==> src/rtl/hart_mem_arbiter_pkg.sv <==
// Shared types and constants for the hart memory-port arbiter and its round-robin picker.
package hart_mem_arbiter_pkg;

  typedef enum logic [1:0] {
    IDLE  = 2'd0,
    OWN   = 2'd1,
    DRAIN = 2'd2
  } arb_state_e;

  localparam int DEFAULT_QUANTUM = 64;

  // Grant index width; a single hart still gets a 1-bit index so ports never collapse to zero width.
  function automatic int sel_width(input int n_harts);
    return (n_harts > 1) ? $clog2(n_harts) : 1;
  endfunction

endpackage

==> src/rtl/hart_mem_arbiter_if.sv <==
// Request/grant bundle between the harts, the shared memory controller and the arbiter.
interface hart_mem_arbiter_if
  import hart_mem_arbiter_pkg::*;
#(
  parameter int N_HARTS = 2,
  parameter int SEL_W   = sel_width(N_HARTS),
  parameter int CNT_W   = 16
) ();

  logic [N_HARTS-1:0] w_req;
  logic [N_HARTS-1:0] w_rel;
  logic               w_mem_busy;
  logic               w_dram_busy;
  logic [N_HARTS-1:0] r_grant;
  logic [SEL_W-1:0]   r_sel;
  logic               r_grant_valid;
  logic [N_HARTS-1:0] w_hart_busy;
  logic [N_HARTS-1:0] w_hart_dram_busy;
  logic [CNT_W-1:0]   r_switch_cnt;

  modport slave (
    input  w_req, w_rel, w_mem_busy, w_dram_busy,
    output r_grant, r_sel, r_grant_valid, w_hart_busy, w_hart_dram_busy, r_switch_cnt
  );

  modport master (
    output w_req, w_rel, w_mem_busy, w_dram_busy,
    input  r_grant, r_sel, r_grant_valid, w_hart_busy, w_hart_dram_busy, r_switch_cnt
  );

endinterface

==> src/rtl/hart_rr_pick.sv <==
// Combinational round-robin picker: first requester after 'last', wrapping, with 'last' itself scanned last.
module hart_rr_pick
  import hart_mem_arbiter_pkg::*;
#(
  parameter int N_HARTS = 2,
  parameter int SEL_W   = sel_width(N_HARTS)
) (
  input  logic [N_HARTS-1:0] req,
  input  logic [SEL_W-1:0]   last,
  output logic               any,
  output logic [SEL_W-1:0]   idx
);

  localparam logic [SEL_W:0] N_EXT = (SEL_W + 1)'(N_HARTS);

  logic [2*N_HARTS-1:0] dbl;
  logic [N_HARTS-1:0]   rot;
  logic [SEL_W:0]       start;
  logic [SEL_W:0]       off;
  logic [SEL_W:0]       sum;

  // Rotating a doubled copy puts hart last+1 at bit 0, so a plain priority scan gives round-robin order.
  assign dbl   = {req, req};
  assign start = {1'b0, last} + 1'b1;
  assign rot   = N_HARTS'(dbl >> start);

  // NOTE: every output of a combinational block is given a default first, so no path leaves it unassigned and no latch is inferred.
  always_comb begin
    any = 1'b0;
    off = '0;
    for (int k = N_HARTS - 1; k >= 0; k--) begin
      if (rot[k]) begin
        any = 1'b1;
        off = (SEL_W + 1)'(k);
      end
    end
  end

  always_comb begin
    sum = start + off;
    if (sum >= N_EXT) sum = sum - N_EXT;
    idx = sum[SEL_W-1:0];
  end

endmodule

==> src/rtl/hart_mem_arbiter.sv <==
// Shares one memory/MMU port among N_HARTS harts; ownership moves only at a hart safe boundary after the controller drains.
module hart_mem_arbiter
  import hart_mem_arbiter_pkg::*;
#(
  parameter int N_HARTS = 2,
  parameter int SEL_W   = sel_width(N_HARTS),
  parameter int QUANTUM = DEFAULT_QUANTUM,
  parameter int CNT_W   = 16
) (
  input logic                CLK,
  input logic                RST,
  hart_mem_arbiter_if.slave  bus
);

  localparam int Q_W = $clog2(QUANTUM + 1);

  arb_state_e         state_q, state_d;
  logic [N_HARTS-1:0] grant_q, grant_d;
  logic [SEL_W-1:0]   sel_q, sel_d;
  logic [SEL_W-1:0]   last_q, last_d;
  logic               valid_q, valid_d;
  logic [CNT_W-1:0]   switch_cnt_q, switch_cnt_d;
  logic [Q_W-1:0]     quantum_q, quantum_d;

  logic               pick_any;
  logic [SEL_W-1:0]   pick_idx;
  logic               holder_rel;
  logic               holder_req;
  logic               others_req;
  logic               quantum_done;
  logic               ctrl_busy;

  hart_rr_pick #(
    .N_HARTS (N_HARTS),
    .SEL_W   (SEL_W)
  ) u_pick (
    .req  (bus.w_req),
    .last (last_q),
    .any  (pick_any),
    .idx  (pick_idx)
  );

  // grant_q is onehot(sel_q) while owning, so masking with it selects the holder's bits.
  assign holder_rel   = |(bus.w_rel & grant_q);
  assign holder_req   = |(bus.w_req & grant_q);
  assign others_req   = |(bus.w_req & ~grant_q);
  assign quantum_done = (quantum_q == Q_W'(QUANTUM));
  assign ctrl_busy    = bus.w_mem_busy | bus.w_dram_busy;

  always_comb begin
    state_d      = state_q;
    grant_d      = grant_q;
    sel_d        = sel_q;
    last_d       = last_q;
    valid_d      = valid_q;
    switch_cnt_d = switch_cnt_q;
    quantum_d    = quantum_q;

    case (state_q)
      IDLE: begin
        if (pick_any) begin
          state_d   = OWN;
          grant_d   = N_HARTS'(1) << pick_idx;
          sel_d     = pick_idx;
          last_d    = pick_idx;
          valid_d   = 1'b1;
          quantum_d = '0;
        end
      end

      OWN: begin
        if (others_req && !quantum_done) quantum_d = quantum_q + 1'b1;
        // A holder that re-requests at its boundary keeps the port unless its quantum is spent under contention.
        if (holder_rel && (!holder_req || (others_req && quantum_done))) begin
          state_d = DRAIN;
          grant_d = '0;
          valid_d = 1'b0;
        end
      end

      DRAIN: begin
        if (!ctrl_busy) begin
          if (pick_any) begin
            state_d      = OWN;
            grant_d      = N_HARTS'(1) << pick_idx;
            sel_d        = pick_idx;
            last_d       = pick_idx;
            valid_d      = 1'b1;
            quantum_d    = '0;
            switch_cnt_d = switch_cnt_q + 1'b1;
          end else begin
            state_d = IDLE;
          end
        end
      end

      default: begin
        state_d = IDLE;
        grant_d = '0;
        valid_d = 1'b0;
      end
    endcase
  end

  // NOTE: state registers use non-blocking assignments so every flop samples pre-edge values regardless of statement order.
  always_ff @(posedge CLK) begin
    if (RST) begin
      state_q      <= IDLE;
      grant_q      <= '0;
      sel_q        <= '0;
      last_q       <= SEL_W'(N_HARTS - 1);
      valid_q      <= 1'b0;
      switch_cnt_q <= '0;
      quantum_q    <= '0;
    end else begin
      state_q      <= state_d;
      grant_q      <= grant_d;
      sel_q        <= sel_d;
      last_q       <= last_d;
      valid_q      <= valid_d;
      switch_cnt_q <= switch_cnt_d;
      quantum_q    <= quantum_d;
    end
  end

  assign bus.r_grant          = grant_q;
  assign bus.r_sel            = sel_q;
  assign bus.r_grant_valid    = valid_q;
  assign bus.r_switch_cnt     = switch_cnt_q;
  assign bus.w_hart_busy      = (grant_q & {N_HARTS{bus.w_mem_busy}})  | ~grant_q;
  assign bus.w_hart_dram_busy = (grant_q & {N_HARTS{bus.w_dram_busy}}) | ~grant_q;

endmodule

==> src/flat_wrapper.sv <==
// flat-port wrapper written by rule: the top's interface ports become plain ports
module hart_mem_arbiter_flat import hart_mem_arbiter_pkg::*;
#(
  parameter int N_HARTS = 2,
  parameter int SEL_W   = sel_width(N_HARTS),
  parameter int QUANTUM = DEFAULT_QUANTUM,
  parameter int CNT_W   = 16
)
  (CLK, RST, bus_w_req, bus_w_rel, bus_w_mem_busy, bus_w_dram_busy, bus_r_grant, bus_r_sel, bus_r_grant_valid, bus_w_hart_busy, bus_w_hart_dram_busy, bus_r_switch_cnt);
  hart_mem_arbiter_if #(.N_HARTS(N_HARTS), .SEL_W(SEL_W), .CNT_W(CNT_W)) bus_i ();
  input logic CLK;
  input logic RST;
  input wire logic [$bits(bus_i.w_req)-1:0] bus_w_req;
  input wire logic [$bits(bus_i.w_rel)-1:0] bus_w_rel;
  input wire logic [$bits(bus_i.w_mem_busy)-1:0] bus_w_mem_busy;
  input wire logic [$bits(bus_i.w_dram_busy)-1:0] bus_w_dram_busy;
  output wire logic [$bits(bus_i.r_grant)-1:0] bus_r_grant;
  output wire logic [$bits(bus_i.r_sel)-1:0] bus_r_sel;
  output wire logic [$bits(bus_i.r_grant_valid)-1:0] bus_r_grant_valid;
  output wire logic [$bits(bus_i.w_hart_busy)-1:0] bus_w_hart_busy;
  output wire logic [$bits(bus_i.w_hart_dram_busy)-1:0] bus_w_hart_dram_busy;
  output wire logic [$bits(bus_i.r_switch_cnt)-1:0] bus_r_switch_cnt;
  assign bus_i.w_req = bus_w_req;
  assign bus_i.w_rel = bus_w_rel;
  assign bus_i.w_mem_busy = bus_w_mem_busy;
  assign bus_i.w_dram_busy = bus_w_dram_busy;
  assign bus_r_grant = bus_i.r_grant;
  assign bus_r_sel = bus_i.r_sel;
  assign bus_r_grant_valid = bus_i.r_grant_valid;
  assign bus_w_hart_busy = bus_i.w_hart_busy;
  assign bus_w_hart_dram_busy = bus_i.w_hart_dram_busy;
  assign bus_r_switch_cnt = bus_i.r_switch_cnt;
  hart_mem_arbiter #(.N_HARTS(N_HARTS), .SEL_W(SEL_W), .QUANTUM(QUANTUM), .CNT_W(CNT_W)) u_core (.CLK(CLK), .RST(RST), .bus(bus_i));
endmodule
==> config.mk <==
export PLATFORM = sky130hd
export DESIGN_NAME = hart_mem_arbiter_flat
export DESIGN_NICKNAME = d
export VERILOG_FILES = /design/src/rtl/hart_mem_arbiter_pkg.sv /design/src/rtl/hart_mem_arbiter_if.sv /design/src/rtl/hart_rr_pick.sv /design/src/rtl/hart_mem_arbiter.sv /design/src/flat_wrapper.sv
export SDC_FILE = /design/constraint.sdc
export NUM_CORES = 1
export LEC_CHECK = 0
export BUFFER_PORTS_ARGS = -buffer_cell sky130_fd_sc_hd__buf_4
export CAP_MARGIN = 10
export CORE_MARGIN = 8
export CORE_UTILIZATION = 53
export DETAILED_ROUTE_END_ITERATION = 8
export PLACE_DENSITY = 0.75
export SYNTH_ARGS = -nofsm -noshare
export SYNTH_HDL_FRONTEND = slang
export SYNTH_SLANG_ARGS = --single-unit
==> constraint.sdc <==
create_clock -name CLK -period 1.8 [get_ports CLK]
set_input_delay 0.09 -clock CLK [delete_from_list [all_inputs] [get_ports CLK]]
set_output_delay 0.09 -clock CLK [all_outputs]
set_load 0.01 [all_outputs]
==> run metrics, run 1 <==
Least-Margin Pin Slew=479.8 ps; Synth Cell Area=1451 um^2; clock root cell=clkbuf_4; antenna-violating nets left=0; global route overflow=0; worst flop-to-flop path endpoint=u_core.quantum_q[6]; Worst Reg-to-Reg Cells=5; io pins=32; Tmin final=1665 ps; drt wl/cell=about 14 um; DRC violations left=0; worst r2r src=u_core.bus.r_grant[0]; Mapped Cells=170; Worst Path Max Fanout=8; Initial Util=a little over half; initial antenna violation count=0; DRT Pass-1 Iters=4; period utilization=92.51%; status=finished clean; critical path required time=2070 ps; Worst slew margin=between 60% and 70%; Max Cap Viol=0; Clock Skew=11.51 ps; Max clock buf depth=2; post-synthesis mux area share=1.379%; Post-Synth Adder-Cell Area=3.276%; final hold vios=0; Final setup viols=0; Die W=~68 um; WP data arrival=1940 ps; Filler cells=approximately 230; Post-Synth XOR/XNOR Area=9.052%; pre-CTS setup slack=71.21 ps; register area share after synthesis=41.38%; DRT Wirelength=between 3000 and 4000 um; CTS HTree Levels=2; WHS=101.1 ps; die area=4669 um^2; Slew Limit Fails=0; Crit path top cell by count=a21oi_1; top cells by area, synth=dfxtp_1 41%, nor2_1 6.7%, xor2_1 5.4%, nand2b_1 5.2%, xnor2_1 3.6%; simple logic cell fraction of the synthesized area=30.34%; crit start category=flip-flop; critical-path cell list=nand2b_1 > a21oi_1 > a21oi_2 > or4_1 > a21oi_1; Hold EP=u_core.bus.r_sel; max incr delay on CP=470 ps; share of cells above drive strength 1=about a quarter; area share of the largest cell type after synthesis=between 40% and 50%; overall global routing resource usage=15.77%; Worst VDD drop=0.7846 mV; Tot Pwr=1.485 mW; post-route setup TNS=0 ps; Synth Area in Compound Gates=11.03%; Layout Nets=approximately 220; RSZ-0062 raised after global routing=no; die height=68.33 um; Post-CTS Hold Fix Bufs=0; number of synthesized flops with an enable pin=0; highest clock rate=about 600 MHz; hold path cells=2; register bit count reported by yosys=30; largest family of logic cells by synthesized area=simple AND/OR/NAND/NOR gates; synth warn=0; dominant cell type by area after synthesis=dfxtp_1; WP depth=5; Vias/cell=5.568; via count=1353; Critical Path End Type=flip-flop; Worst Path Buf+Inv=0; clock transition at the registers of the reported paths=100 ps; largest net degree at the start of global routing=29; DR iter-0 viols=roughly 80; Crit-path slowest cell=or4_1; LEAKAGE=0.7217 nW; Skew-Pair Late Insertion Delay=340 ps; TritonCTS buffer count=5; asr flop ratio synth=0%; CTS tree=done; worst min path class=in -> reg; Top FF cell, synth=dfxtp_1; clock sinks=30; gpl congestion=0.8347; pwr/cell area=805.8 nW/um^2; r2r setup slk=130 ps; Synth cell types=39; Port Buffers=31; CP Class=reg -> reg; Syn Area/Cell=8.538 um^2; dpl hpwl=2507 um; Final Core Density=68.61%; first-pass GRT wire length=~5700 um; Ant. Diodes=0; Hold Path Origin=RST; Row Count=19; core area=~2700 um^2; area growth from synthesis to layout=26.98%; Post-Syn Nets=approximately 180; Crit path max-delay family=simple AND/OR/NAND/NOR gates; vias in the first global route=~1400; final worst slack=134.9 ps
-- cells by family after synthesis --
group / Yosys count
fa+ha+maj: 4
xor+xnor: 15
flops: 30
buf+inv: 13
compound gates: 26
simple gates: 80
mux: 2
-- worst max-delay path by stage --
| stage | slack, ps | endpoint | start |
|---|---|---|---|
| 3_3_place_gp | 150 | u_core.quantum_q[2] | u_core.quantum_q[2] |
| 4_1_cts | 40 | u_core.quantum_q[3] | u_core.quantum_q[2] |
| 6_report | 130 | u_core.quantum_q[6] | u_core.bus.r_grant[0] |
| 3_5_place_dp | 70 | u_core.quantum_q[3] | u_core.quantum_q[2] |
| 2_1_floorplan | 250 | u_core.bus.r_switch_cnt[5] | u_core.state_q[1] |
| 5_1_grt | 40 | u_core.quantum_q[2] | u_core.bus.r_grant[0] |
-- Yosys cell counts (2+ instances only) --
cell type,n
and2_1,2
xnor2_1,6
inv_1,8
nor4_1,2
mux2i_1,2
o21ai_0,6
o21a_1,2
nand2b_1,12
dfxtp_1,30
or3_1,5
nor2_1,26
a21oi_1,9
xor2_1,9
nand2_1,11
nand3_1,7
nand4_1,6
buf_2,2
ha_1,3
clkbuf_1,2
-- area by class of cell --
class                      instances  area, um^2  share of cell area (%)
clock buffer                       5       37.54                   2.037
timing repair buffer              39       292.8                   15.89
sequential                        30       600.6                   32.59
multi-input combinational        127       803.3                   43.58
clock inverter                     3       40.04                   2.172
inverter                           8       30.03                   1.629
tap                               31       38.79                   2.105
-- sequential cells by signal (all words and copies together), names as in the netlist --
register / flops
u_core.quantum_q: 7
u_core.bus.r_switch_cnt: 16
u_core.bus.r_grant_valid: 1
u_core.state_q: 2
u_core.bus.r_grant: 2
u_core.last_q: 1
u_core.bus.r_sel: 1
-- placed cells by master (no fill, tap or decap), types with 2 or more instances in the layout --
cell / n
xor2_1: 9
a21oi_1: 8
mux2i_1: 2
clkinv_2: 2
nand3_1: 7
nand2b_1: 12
dfxtp_1: 30
inv_1: 8
buf_4: 39
ha_1: 3
or3_1: 5
and2_1: 2
clkbuf_4: 5
nand4_1: 6
o21a_1: 2
nor2_1: 26
nand2_1: 11
xnor2_1: 6
nor4_1: 2
o21ai_0: 6
-- where the power goes --
group | leakage [nW] | switching [mW] | internal [mW] | total [mW]
registers | 0.243 | 0.0244 | 0.689 | 0.714
clock network | 0.0450 | 0.247 | 0.287 | 0.535
logic | 0.433 | 0.128 | 0.109 | 0.237
-- through the flow --
step | cell area [um^2] | std cells
2_1_floorplan | 1451 | 170
3_3_place_gp | 1747 | 233
3_5_place_dp | 1747 | 233
4_1_cts | 1824 | 241
5_1_grt | 1843 | 243
6_report | 1843 | 243
-- repair_timing --
| action | CTS | global route |
|---|---|---|
| gates resized for setup | 0 | 1 |
| setup endpoints to repair | 0 | 5 |
| setup buffers | 0 | 2 |
-- routing by layer --
layer  vias to the layer above  global-route usage [%]  share of wire, %
li1                        668                       -                 -
met1                       645                   15.90                42
met2                        35                   28.02                52
met3                         5                   6.219               5.4
met4                         0                   7.161               1.5
met5                         -                       0                 0
Note: power is estimated with default switching activity, not from simulation.
==> run 2: changes to the inputs <==
--- a/config.mk
+++ b/config.mk
@@ -8,9 +8,9 @@
 export BUFFER_PORTS_ARGS = -buffer_cell sky130_fd_sc_hd__buf_4
 export CAP_MARGIN = 10
 export CORE_MARGIN = 8
-export CORE_UTILIZATION = 53
+export CORE_UTILIZATION = 48
 export DETAILED_ROUTE_END_ITERATION = 8
-export PLACE_DENSITY = 0.75
+export PLACE_DENSITY = 0.72
 export SYNTH_ARGS = -nofsm -noshare
 export SYNTH_HDL_FRONTEND = slang
 export SYNTH_SLANG_ARGS = --single-unit
==> constraint.sdc (replaced) <==
create_clock -name CLK -period 1.5 [get_ports CLK]
set_input_delay 0.075 -clock CLK [delete_from_list [all_inputs] [get_ports CLK]]
set_output_delay 0.075 -clock CLK [all_outputs]
set_load 0.01 [all_outputs]
==> run 2 against run 1 <==
Compared with the run above:
- final cell count increased by 9.5%
- sequential share of layout area shrank 4.0 points
- the run now ends with negative setup slack left
- final area is 17% higher
- critical endpoint is now u_core.bus.r_switch_cnt[15]
- critical path type unchanged
- register-to-register slack got worse by 170 ps
- non-clock buffer count grew 21
- global-route usage decreased by 0.87 points
==> run metrics, run 2 (synthesis results as in run 1) <==
DRT Wirelength=3810 um; max incr delay on CP=400 ps; status=finished with violations; placed cells=255; violated checks=negative setup slack; via count=between 1000 and 1500; r2r setup slk=-30 ps; Crit path max-delay family=simple AND/OR/NAND/NOR gates; drt wl/cell=14.32 um; Crit-path slowest cell=or3b_4; Slew Limit Fails=0; largest net degree at the start of global routing=29; Critical Path End Type=flip-flop; Worst Path Max Fanout=6; pwr/cell area=810.1 nW/um^2; Max Cap Viol=0; commonest non-fill, non-tap cell in the layout=buf_4; Layout Nets=around 240; crit start category=flip-flop; Vias/cell=5.421; dpl hpwl=roughly 2700 um; hold path cells=2; max FFs per register=16; DR iter-0 viols=74; LEAKAGE=approximately 0.87 nW; Die W=between 70 and 80 um; highest clock rate=651.8 MHz; Tmin final=1534 ps; area growth from synthesis to layout=48.28%; Worst Reg-to-Reg Cells=6; global route overflow=0; die area=5040 um^2; Post-CTS Hold Fix Bufs=0; core area=slightly below 3000 um^2; WP depth=6; final hold vios=0; Port Buffers=31; critical path required time=1720 ps; GRT met2 Usage=25.85%; Row Count=20; gpl congestion=0.8676; clock transition at the registers of the reported paths=roughly 100 ps; overall global routing resource usage=14.90%; Final Core Density=72.88%; DRC violations left=0; Filler cells=234; GR Util met1=15.66%; GR peak layer=met2; clock sinks=30; CTS HTree Levels=2; initial antenna violation count=0; period utilization=102.3%; commonest non-fill, non-tap cells in the layout=57 x buf_4, 26 x nor2_1, 23 x dfxtp_1; Initial Util=49.15%; CTS tree=done; antenna-violating nets left=0; critical-path cell list=or3b_4 > nor4_4 > buf_6 > nand4_1 > xor2_1 > nor2_1; Worst VDD drop=0.6542 mV; worst min path class=in -> reg; DRT Pass-1 Iters=4; Final setup viols=2; vias in the first global route=between 1000 and 1500; Worst slew margin=81.85%; final worst slack=-34.14 ps; Clock Skew=a little over 8 ps; Ant. Diodes=0; io pins=32; TritonCTS buffer count=5; share of cells above drive strength 1=approximately 43%; Skew-Pair Late Insertion Delay=330 ps; RSZ-0062 raised after global routing=yes; final std cells w/o fill=approximately 270; first-pass GRT wire length=6127 um; die height=70.99 um; CP Class=reg -> reg; clock root cell=clkbuf_4; WHS=88.90 ps; Least-Margin Pin Slew=272.2 ps; WP data arrival=about 1800 ps; grt met3 use=slightly below 6%; Max clock buf depth=2; post-route setup TNS=-61.42 ps; Worst Path Buf+Inv=1
-- run 2: cell types whose count changed in the layout (fill, tap and decap cells not counted), sizes merged --
cell / before / now
bufinv: 1 / 0
clkinv: 2 / 1
clkbuf: 5 / 6
clkinvlp: 0 / 1
buf: 39 / 60
-- run 2: worst register-to-register path: cells and delay by family (launching register included) --
| family | cells | cell delay, ps |
|---|---|---|
| buffers and inverters | 1 | 180 |
| AND/OR/NAND/NOR | 4 | 750 |
| flip-flops | 1 | 360 |
| XOR/XNOR | 1 | 150 |
-- run 2: cell type report --
| type | count | area (um^2) | area share, % |
|---|---|---|---|
| flip-flops and latches | 30 | 614.3 | 28.55 |
| repair buffers | 60 | 461.7 | 21.45 |
| well taps | 33 | 41.29 | 1.919 |
| clock buffers | 6 | 51.30 | 2.384 |
| inverters | 8 | 30.03 | 1.395 |
| clock inverters | 2 | 12.51 | 0.5814 |
| multi-input cells | 127 | 940.9 | 43.72 |
-- run 2: layer usage --
metal | up-vias | routed length (um)
li1 | 709 | -
met1 | 683 | 1556
met2 | 39 | 1966
met3 | 11 | 215
met4 | 0 | 72
met5 | - | 0
-- run 2: path summary, 6_finish.rpt --
| check | startpoint | endpoint |
|---|---|---|
| setup / recovery | u_core.state_q[1] | u_core.bus.r_switch_cnt[15] |
| hold / removal | RST | u_core.bus.r_switch_cnt[13] |
| setup reg to reg | u_core.state_q[1] | u_core.bus.r_switch_cnt[15] |
| hold reg to reg | u_core.bus.r_grant_valid | u_core.bus.r_grant_valid |
-- run 2: stage by stage --
step / setup WS (ps) / area [um^2] / power (mW)
CTS: -13.78 / 1989 / 1.710
floorplan: 6.686 / 1460 / 1.040
detailed placement: -45.25 / 1908 / 1.196
finish: -34.14 / 2152 / 1.743
global placement: 24.03 / 1908 / 1.185
global route: -128.4 / 2152 / 1.831
-- run 2: timing repair --
| action | 4_1_cts | 5_1_grt |
|---|---|---|
| resized for setup | 7 | 35 |
| gates cloned | 0 | 1 |
| pin swaps | 0 | 19 |
| buffers inserted | 0 | 2 |
| endpoints found under the setup margin | 7 | 24 |
-- run 2: power by group --
part / total [mW] / switching, mW / internal, mW
logic: 0.387 / 0.193 / 0.194
clock network: 0.508 / 0.283 / 0.225
registers: 0.849 / 0.0222 / 0.826
==> run 3: changes to the inputs <==
--- a/config.mk
+++ b/config.mk
@@ -10,6 +10,7 @@
 export CORE_MARGIN = 8
 export CORE_UTILIZATION = 48
 export DETAILED_ROUTE_END_ITERATION = 8
+export GPL_TIMING_DRIVEN = 0
 export PLACE_DENSITY = 0.72
 export SYNTH_ARGS = -nofsm -noshare
 export SYNTH_HDL_FRONTEND = slang
==> run 3 against run 2 <==
Compared with the run above:
- the run still ends with negative setup slack left
- total power rose by 7.0%
- sequential power rose by 1%
- critical path depth fell by 1
- combinational power fell by 3%
- sequential share of layout area rose by 0.83 points
- clock power rose by 24%
- register-to-register slack got worse by 120 ps
- clock-buffer cell count fell by 1
- fmax fell by 7.2%
- critical path type unchanged
- critical endpoint is now u_core.bus.r_switch_cnt[2]
- largest cell class unchanged
==> run metrics, run 3 (synthesis results as in run 1) <==
Row Count=20; TritonCTS buffer count=5; worst min path class=in -> reg; Tmin final=1653 ps; initial antenna violation count=0; CP Class=reg -> reg; die area=approximately 5000 um^2; Design Area, Final=about 2100 um^2; overall global routing resource usage=14.47%; DRT Wirelength=3757 um; critical path required time=1700 ps; Skew-Pair Late Insertion Delay=320 ps; Placed Area=1727 um^2; Port Buffers=30; crit start category=flip-flop; Critical Path End Type=flip-flop; WHS=199.2 ps; Worst Path Max Fanout=4; Layout Nets=roughly 230; RSZ-0062 raised after global routing=yes; Slew Limit Fails=0; M1 wire length=approximately 1500 um; WL met3=257 um; worst flop-to-flop path endpoint=u_core.bus.r_switch_cnt[2]; commonest non-fill, non-tap cells in the layout=43 x buf_4, 26 x nor2_1, 20 x dfxtp_1; clock root cell=clkbuf_4; io pins=32; Final setup viols=12; Ant. Diodes=0; DR iter-0 viols=78; share of cells above drive strength 1=42.60%; post-route setup TNS=-669.8 ps; Hold EP=u_core.bus.r_grant[1]; Hold Path Origin=bus_w_req[0]; period utilization=110.2%; Filler cells=224; max FFs per register=16; core area=2953 um^2; violated checks=negative setup slack; drt wl/cell=14.68 um; final worst slack=-152.6 ps; critical-path cell list=or3b_4 > nor3_1 > nand2_1 > xor2_1 > nor2_1; top layer in use=met4; Initial Util=49.15%; gpl congestion=0.7685; Final Core Density=between 70% and 80%; r2r setup slk=-150 ps; DRC violations left=0; Crit path max-delay family=simple AND/OR/NAND/NOR gates; Worst slew margin=52.33%; highest clock rate=605.1 MHz; antenna-violating nets left=0; die height=70.99 um; commonest non-fill, non-tap cell in the layout=buf_4; first-pass GRT wire length=5954 um; CTS tree=done; area growth from synthesis to layout=46.12%; Vias/cell=5.520; largest net degree at the start of global routing=11; DRT Pass-1 Iters=4; Worst Path Buf+Inv=0; Die W=70.99 um; clock transition at the registers of the reported paths=100 ps; CTS HTree Levels=2; pwr/cell area=879.7 nW/um^2; hold path cells=3; status=finished with violations; Clock Skew=4.929 ps; Post-CTS Hold Fix Bufs=0; worst r2r src=u_core.state_q[1]; via count=1413; Least-Margin Pin Slew=712.5 ps; vias in the first global route=roughly 1400; final hold vios=0; global route overflow=0; LEAKAGE=0.8269 nW; WP data arrival=1850 ps; max incr delay on CP=approximately 400 ps; dpl hpwl=2383 um; Max Cap Viol=0; met2 WL=1902 um; Max clock buf depth=2; clock sinks=30; Worst VDD drop=around 0.58 mV; Tot Pwr=1.866 mW; Worst Reg-to-Reg Cells=5; Crit-path slowest cell=or3b_4
[run 3: final cells by class]
cell class | count | area, um^2 | area share [%]
Clock inverter | 3 | 40.04 | 1.888
Clock buffer | 5 | 37.54 | 1.770
Tap cell | 33 | 41.29 | 1.947
Timing Repair Buffer | 46 | 356.6 | 16.81
Inverter | 8 | 30.03 | 1.416
Sequential cell | 30 | 623.1 | 29.38
Buffer | 4 | 22.52 | 1.062
Multi-Input combinational cell | 127 | 969.7 | 45.72
[run 3: what timing repair did]
action | in CTS | in global routing
pin swaps | 11 | 14
gates resized for setup | 24 | 32
setup endpoints to repair | 24 | 28
setup buffers | 11 | 4
gates cloned | 0 | 1
[run 3: worst max path at each step]
stage	startpoint	end	depth (start not counted)
floorplan	u_core.bus.r_switch_cnt[0]	u_core.bus.r_switch_cnt[6]	6
finish	u_core.state_q[1]	u_core.bus.r_switch_cnt[2]	5
CTS	u_core.state_q[0]	u_core.bus.r_switch_cnt[6]	7
global route	u_core.state_q[1]	u_core.bus.r_switch_cnt[2]	5
global placement	u_core.state_q[0]	u_core.quantum_q[4]	7
detailed placement	u_core.state_q[0]	u_core.quantum_q[5]	7
[run 3: power breakdown]
group	internal [mW]	total [mW]	switching, mW
Combinational	0.184	0.375	0.191
Sequential	0.828	0.860	0.0318
Clock	0.345	0.631	0.286
Total	1.36	1.87	0.508
[run 3: metal layers]
metal / vias to the layer above / track usage (%)
met5: - / 0
met4: 0 / 7.159
met3: 6 / 6.356
met2: 48 / 25.03
met1: 666 / 14.44
li1: 693 / -
[run 3: worst register-to-register path, stage by stage, from the launching register on]
cell and delay [ps]:
dfxtp_2 360, or3b_4 400, nor3_1 400, nand2_1 160, xor2_1 160, nor2_1 50
[run 3: per-stage QoR]
step	instances	setup WS (ps)
after floorplan	170	6.686
after detailed placement	233	-177.2
final	256	-152.6
after CTS	252	-125.4
after global placement	233	-164.7
after global routing	256	-235.0
